$ cat src/rtl/alu_seq_pkg.sv
// Shared types for the ALU command sequencer: op codes, FSM states and status width.
package alu_seq_pkg;

  localparam int unsigned STATUS_W = 4;

  typedef enum logic [1:0] {
    OP_SUB    = 2'b00,
    OP_CMP    = 2'b01,
    OP_SHIFT  = 2'b10,
    OP_BITCHG = 2'b11
  } op_t;

  typedef enum logic [1:0] {
    S_IDLE,
    S_WAIT,
    S_RESP
  } state_t;

endpackage

$ cat src/rtl/alu_cmd_sequencer.sv
// Accepts one (a, b, op) command, holds it on the ALU inputs for ALU_LAT edges,
// then returns the captured result/status with the op echoed over a valid/ready channel.
module alu_cmd_sequencer
  import alu_seq_pkg::*;
#(
  parameter int unsigned BITS    = 8,
  parameter int unsigned ALU_LAT = 1,
  parameter int unsigned CNT_W   = 16
) (
  input  logic                i_clk,
  input  logic                i_rst,
  input  logic                i_cmd_valid,
  output logic                o_cmd_ready,
  input  logic [BITS-1:0]     i_cmd_a,
  input  logic [BITS-1:0]     i_cmd_b,
  input  logic [1:0]          i_cmd_op,
  output logic [BITS-1:0]     o_alu_a,
  output logic [BITS-1:0]     o_alu_b,
  output logic [1:0]          o_alu_op,
  input  logic [BITS-1:0]     i_alu_out,
  input  logic [STATUS_W-1:0] i_alu_status,
  output logic                o_rsp_valid,
  input  logic                i_rsp_ready,
  output logic [BITS-1:0]     o_rsp_out,
  output logic [STATUS_W-1:0] o_rsp_status,
  output logic [1:0]          o_rsp_op,
  output logic                o_busy,
  output logic [CNT_W-1:0]    o_txn_cnt
);

  localparam int unsigned LAT_W = (ALU_LAT > 0) ? $clog2(ALU_LAT + 1) : 1;

  state_t           state;
  logic [LAT_W-1:0] lat_cnt;

  always_ff @(posedge i_clk) begin
    if (i_rst) begin
      state        <= S_IDLE;
      lat_cnt      <= '0;
      o_cmd_ready  <= 1'b1;
      o_alu_a      <= '0;
      o_alu_b      <= '0;
      o_alu_op     <= '0;
      o_rsp_valid  <= 1'b0;
      o_rsp_out    <= '0;
      o_rsp_status <= '0;
      o_rsp_op     <= '0;
      o_busy       <= 1'b0;
      o_txn_cnt    <= '0;
    end else begin
      case (state)
        S_IDLE: begin
          if (i_cmd_valid && o_cmd_ready) begin
            o_alu_a     <= i_cmd_a;
            o_alu_b     <= i_cmd_b;
            o_alu_op    <= i_cmd_op;
            lat_cnt     <= LAT_W'(ALU_LAT);
            o_cmd_ready <= 1'b0;
            o_busy      <= 1'b1;
            state       <= S_WAIT;
          end
        end
        S_WAIT: begin
          // o_alu_op still holds the accepted op, so it doubles as the echo source
          if (lat_cnt == '0) begin
            o_rsp_out    <= i_alu_out;
            o_rsp_status <= i_alu_status;
            o_rsp_op     <= o_alu_op;
            o_rsp_valid  <= 1'b1;
            state        <= S_RESP;
          end else begin
            lat_cnt <= lat_cnt - LAT_W'(1);
          end
        end
        S_RESP: begin
          if (o_rsp_valid && i_rsp_ready) begin
            o_rsp_valid <= 1'b0;
            o_txn_cnt   <= o_txn_cnt + CNT_W'(1);
            o_cmd_ready <= 1'b1;
            o_busy      <= 1'b0;
            state       <= S_IDLE;
          end
        end
        default: begin
          state       <= S_IDLE;
          o_cmd_ready <= 1'b1;
          o_rsp_valid <= 1'b0;
          o_busy      <= 1'b0;
        end
      endcase
    end
  end

endmodule

$ cat config.mk
export PLATFORM = sky130hd
export DESIGN_NAME = alu_cmd_sequencer
export DESIGN_NICKNAME = d
export VERILOG_FILES = /design/src/rtl/alu_seq_pkg.sv /design/src/rtl/alu_cmd_sequencer.sv
export SDC_FILE = /design/constraint.sdc
export NUM_CORES = 1
export LEC_CHECK = 0
export BUFFER_PORTS_ARGS = -buffer_cell sky130_fd_sc_hd__buf_2
export CORE_MARGIN = 2
export CORE_UTILIZATION = 43
export CTS_CLUSTER_DIAMETER = 60
export CTS_CLUSTER_SIZE = 28
export DETAILED_ROUTE_END_ITERATION = 10
export PLACE_DENSITY = 0.8
export SLEW_MARGIN = 20
export SYNTH_ARGS = -nofsm -noshare
export SYNTH_HDL_FRONTEND = slang
export SYNTH_SLANG_ARGS = --single-unit
$ cat constraint.sdc
create_clock -name i_clk -period 1.5 [get_ports i_clk]
set_input_delay 0 -clock i_clk [delete_from_list [all_inputs] [get_ports i_clk]]
set_output_delay 0 -clock i_clk [all_outputs]
set_load 0.03 [all_outputs]
==> results_dict.tcl, run 1 <==
set metrics [dict create \
    run_status "finished, violations left" \
    failed_checks "setup timing" \
    required_ps 1730 \
    post-place-ws_ps -87.2 \
    detailed_place.area_um2 2750 \
    finalSetupViolations 3 \
    floorplan.io_pins 85 \
    design.final.nets 424 \
    layout-area-overhead-vs-synth_pct 56.2 \
    row_count 25 \
    layout_worst_path_cycle_share_pct 107 \
    drcViolationCount 0 \
    routed_wirelength_um 5830 \
    timing.clock.skew_ps 10.3 \
    layout_setup_ws_ps -97.6 \
    power_mw 3.18 \
    synth_seq_area_share_pct 52.1 \
    clk_path_buf_depth 2 \
    fmax_mhz 626 \
    critical_path.startpoint_type "flop" \
    share_of_flip_flops_with_an_asynchronous_set_or_reset_pct 0 \
    synth_cells 252 \
    synthDominantAreaCellType "dfxtp_1" \
    dpl.cell_count 405 \
    synth_enable_flop_cells 0 \
    criticalPathCategory "flop to flop" \
    most-common-layout-cells "buf_2, nand2_1, dfxtp_1, a21oi_1" \
    synth_top_cells_by_area "dfxtp_1, nand2_1, a21oi_1" \
    avgViaCountPerCell 5.02 \
    dr_total_vias 2229 \
    cts_tree "yes" \
    insertion_delay_ps 310 \
    synthesis.area_um2 2070 \
    worstPathMaxFanout 6 \
    drive_gt1_share_pct 36.9 \
    layoutNonFillerInstCount 444 \
    timing.final.crit_period_ps 1600 \
    globalRouteTotalUtil_pct 21.0 \
    grt_pass1_vias 2036 \
    numCtsBuffers 5 \
    post-synth-top-area-fraction_pct 52.1 \
    clkSlewWorstSetupHoldPaths_ps 100 \
    max_slew.worst_pin.slew_ps 526 \
    layout.cells.most_common "buf_2" \
    grt_antenna_before_repair 0 \
    pwr_density_cell_nw_per_um2 982 \
    die_height_um 73.4 \
    post_synth_num_cell_types 32 \
    synth_top_flop_cell "dfxtp_1" \
    grt.overflow.total 0 \
    fin_area_um2 3240 \
    postSynthNetCount 287 \
    hold_path.class "primary input to flop" \
    per_instance_average_area_after_synthesis_um2 8.23 \
    power.static_leakage_nw 1.50 \
    rsz0062_at_grt "true" \
    cp.arrival_ps 1830 \
    die_w_um 73.4 \
    timing.critical_path.to_type "flop" \
    antenna_diode_count 0 \
    ir_worst_vdd_mv 0.693 \
    timing.final.hold_violations 0 \
    gp_congestion 0.830 \
    ctsRootBufferMaster "clkbuf_8" \
    grt_max_degree 27 \
    cts_sinks 54 \
    drt_iter0_markers 90 \
    post-dp-hpwl_um 3590 \
    number_of_nets_still_failing_antenna_checks_after_routing 0 \
    max-slew-margin-rel_pct 64.9 \
    report.final.slew_viol_count 0 \
    grt_pass1_wl_um 8830 \
    core_area_um2 4690 \
    cts_max_level 2 \
    place.port_buffers 84 \
    die_area_um2 5390 \
    drt_first_pass_iters 4 \
    maxCapViolations 0 \
    yosys_register_bits 54 \
    start_util_pct 44.2 \
    avgRoutedWirePerCell_um 13.1 \
    synth-warning-count 0 \
    finalSetupTns_ps -138 \
]
==> worst paths after layout <==
| path | from | end | slack (ps) | cells past startpoint |
|---|---|---|---|---|
| min | i_cmd_valid | o_cmd_ready | 20 | 3 |
| max reg2reg | state[0] | o_txn_cnt[15] | -100 | 4 |
| max | state[0] | o_txn_cnt[15] | -100 | 4 |
| min reg2reg | o_rsp_out[2] | o_rsp_out[2] | 460 | 2 |
==> cell usage after synthesis (2+ instances only) <==
cell type and number:
clkbuf_1 12, nand4_1 3, inv_1 3, dfxtp_1 54
nand3_1 6, or3_1 8, a21oi_1 43, nand2_1 71
nor2_1 12, nor3_1 2, nor2b_1 2, o21ai_0 7
nor4_1 4, xnor2_1 7
==> layout make-up <==
class,count,area [um2]
Sequential cell,54,1110
Clock inverter,2,36.3
Clock buffer,6,72.6
Multi-Input combinational cell,181,997
Timing Repair Buffer,144,946
Tap cell,54,67.6
Fill cell,358,1450
Inverter,3,11.3
==> registers in the layout (all words and copies together) (netlist names), 2 cells and up <==
register and cells:
o_alu_a 8, o_alu_b 8, o_alu_op 2, o_rsp_op 2, o_rsp_out 8, o_rsp_status 4, o_txn_cnt 16, state 2
==> cells by family (layout without fill, tap and decap cells) <==
family / after synthesis / count (layout) / share of synthesized area [%]
AOI/OAI and AO/OA: 54 / 54 / 13.6
xor gates and xnor gates: 8 / 8 / 3.38
adders and majority gates: 1 / 1 / 0.603
buffers and inverters: 17 / 155 / 3.44
DFF: 54 / 54 / 52.1
muxes: 1 / 1 / 0.483
and+or+nand+nor: 117 / 117 / 26.4
==> worst max-delay path, stage by stage (launching register included) <==
cell      delay [ps]
dfxtp_1          320
nand4b_4         160
or3_4            410
or4_4            490
a21oi_2          140
==> stage by stage <==
step	util, %	hold slack [ps]
after CTS	67.4	9.32
after global placement	58.5	241
final	69.0	18.5
after global routing	69.0	21.5
after detailed placement	58.5	248
after floorplan	-	136
==> what timing repair did <==
action	4_1_cts	5_1_grt
setup endpoints to repair	6	26
pin swaps	0	7
hold endpoints to repair	30	0
setup buffers	0	1
resized for setup	2	12
hold buffers	30	0
==> routing by layer <==
| metal | track usage, % | vias up | part of all wire, % |
|---|---|---|---|
| met5 | 0 | - | 0 |
| met4 | 6.67 | 0 | 1.4 |
| met3 | 5.35 | 7 | 4.7 |
| met2 | 38.6 | 73 | 50 |
| met1 | 23.4 | 1024 | 44 |
| li1 | - | 1125 | - |
==> power by group <==
part           switching (mW)  internal, mW  leakage [nW]
Clock                   0.469         0.500        0.0557
Sequential             0.0487          1.51         0.445
Combinational           0.396         0.252         0.997
Total                   0.914          2.27          1.50
(Power assumes the default switching activity.)
==> run 2: changes to the inputs <==
==> constraint.sdc (replaced) <==
create_clock -name i_clk -period 1.5 [get_ports i_clk]
set_input_delay 0.15 -clock i_clk [delete_from_list [all_inputs] [get_ports i_clk]]
set_output_delay 0.15 -clock i_clk [all_outputs]
set_load 0.03 [all_outputs]
==> results_dict.tcl, run 2 (synthesized netlist as in run 1, its figures left out) <==
set metrics [dict create \
    run_status "finished, violations left" \
    failed_checks "setup timing" \
    start_util_pct 44.2 \
    avgViaCountPerCell 5.05 \
    clock_power_share_pct 27.8 \
    drt_iter0_markers 80 \
    switching_share_pct 29.5 \
    layout-area-overhead-vs-synth_pct 40.5 \
    global_route.peak_usage_layer "met2" \
    drcViolationCount 0 \
    core_area_um2 4690 \
    cp.arrival_ps 1830 \
    insertion_delay_ps 300 \
    gp_congestion 0.839 \
    die_w_um 73.4 \
    cp_slowest_cell "or4_4" \
    final_core_utilization_pct 62.1 \
    most-common-layout-cells "buf_2, nand2_1, dfxtp_1, a21oi_1, buf_4" \
    required_ps 1730 \
    cts_max_level 2 \
    postCtsSetupRepairBufs 0 \
    grt_pass1_vias 1819 \
    timing.critical_path.to_type "flop" \
    critical_path.max_stage_delay_ps 490 \
    largest_reg_flops 16 \
    dr_total_vias 2086 \
    clk_path_buf_depth 2 \
    crit-reg2reg-capture "o_txn_cnt[15]" \
    report.final.slew_viol_count 0 \
    routed_wirelength_um 5180 \
    r2r.worst_path.cells 4 \
    layout.cells.most_common "buf_2" \
    worstPathMaxFanout 6 \
    worst_min_delay_path_startpoint "i_cmd_a[4]" \
    holdPathStages 3 \
    number_of_nets_still_failing_antenna_checks_after_routing 0 \
    drt_first_pass_iters 4 \
    grt_pass1_wl_um 7840 \
    max_slew.worst_pin.slew_ps 545 \
    criticalPathCategory "flop to flop" \
    timing.clock.skew_ps 6.11 \
    clkSlewWorstSetupHoldPaths_ps 90 \
    drive_gt1_share_pct 39.3 \
    use_met3_pct 4.66 \
    row_count 25 \
    ir_worst_vdd_mv 0.598 \
    cts_tree "yes" \
    hold_path.class "primary input to flop" \
    grt_antenna_before_repair 0 \
    cp.buffers_inverters 0 \
    post-dp-hpwl_um 3560 \
    die_height_um 73.4 \
    layout_setup_ws_ps -99.8 \
    numCtsBuffers 5 \
    avgRoutedWirePerCell_um 12.5 \
    layout_worst_path_cycle_share_pct 107 \
    power.static_leakage_nw 1.36 \
    die_area_um2 5390 \
    cts_sinks 54 \
    grt.overflow.total 0 \
    design.final.nets 393 \
    fmax_mhz 625 \
    layout.filler_cells 424 \
    power.combinational.fraction_pct 19.3 \
    groute.layer.met1.usage_pct 21.9 \
    final.hold.worst_slack_ps 74.9 \
    grt_max_degree 30 \
    cts_hold_buffers 0 \
    internal_power_mw 2.08 \
    place.port_buffers 84 \
    maxCapViolations 0 \
    finalSetupViolations 4 \
    min_to "o_alu_a[4]" \
    ordered_list_of_cells_on_the_worst_path "nand2_1 -> or3_4 -> or4_4 -> a21oi_2" \
    rsz0062_at_grt "true" \
    reg2reg_setup_slack_ps -100 \
    critical_path.top_delay_family "simple AND/OR/NAND/NOR gates" \
    globalRouteTotalUtil_pct 18.3 \
    globalRouteMet2Util_pct 32.2 \
    p_sw_mw 0.871 \
    critical_path.startpoint_type "flop" \
    floorplan.io_pins 85 \
    pwr_density_cell_nw_per_um2 1010 \
    finalSetupTns_ps -226 \
    max-slew-margin-rel_pct 63.7 \
    antenna_diode_count 0 \
    timing.final.hold_violations 0 \
    ctsRootBufferMaster "clkbuf_8" \
    seqPwrFrac_pct 52.9 \
    crit-reg2reg-launch "o_txn_cnt[4]" \
    timing.final.crit_period_ps 1600 \
    most_flop_heavy_register "o_txn_cnt" \
]
==> run 2: worst max path at each step <==
stage	from	cells after the start	to	slack [ps]
2_1_floorplan	state[1]	5	o_txn_cnt[15]	-110
5_1_grt	o_txn_cnt[0]	4	o_txn_cnt[15]	-130
6_report	o_txn_cnt[4]	4	o_txn_cnt[15]	-100
4_1_cts	state[0]	4	o_txn_cnt[15]	-90
3_5_place_dp	state[1]	4	o_txn_cnt[15]	-100
3_3_place_gp	state[1]	4	o_txn_cnt[15]	-70
==> run 2: per-layer routing <==
| layer | vias up | part of all wire, % |
|---|---|---|
| met5 | - | 0 |
| met4 | 0 | 1.6 |
| met3 | 8 | 5.8 |
| met2 | 71 | 49 |
| met1 | 952 | 44 |
| li1 | 1055 | - |
==> run 2: worst min-delay path: stages <==
cell and delay, ps:
buf_2 100, nand2_1 40, a21oi_1 50
==> run 2: area by class of cell <==
cell class	count	area [um2]	area share, %
sequential	54	1110	38.1
multi-input combinational	181	992	34.1
timing repair buffer	113	642	22.0
clock buffer	7	86.3	2.96
tap	54	67.6	2.32
inverter	3	11.3	0.387
clock inverter	1	5.00	0.172
==> run 2: power groups by stage <==
| stage | combinational, mW | clock, mW | sequential [mW] |
|---|---|---|---|
| floorplan | 0.216 | 0 | 1.75 |
| global placement | 0.562 | 0 | 1.59 |
| detailed placement | 0.573 | 0 | 1.59 |
| CTS | 0.574 | 0.848 | 1.56 |
| global route | 0.625 | 0.901 | 1.57 |
| finish | 0.571 | 0.821 | 1.56 |
==> run 2: per-stage QoR <==
stage                     setup slack (ps)  area (um2)  cells  total power [mW]
after detailed placement             -96.6        2750    405              2.17
after CTS                            -89.5        2840    413              2.98
after global placement               -67.3        2750    405              2.15
final                                -99.8        2910    413              2.95
after global routing                  -132        2910    413              3.10
after floorplan                       -114        2100    252              1.96
==> run 2: repair_timing <==
action / CTS / global route
setup endpoints to repair: 4 / 10
gates resized for setup: 2 / 11
pin swaps: 2 / 6
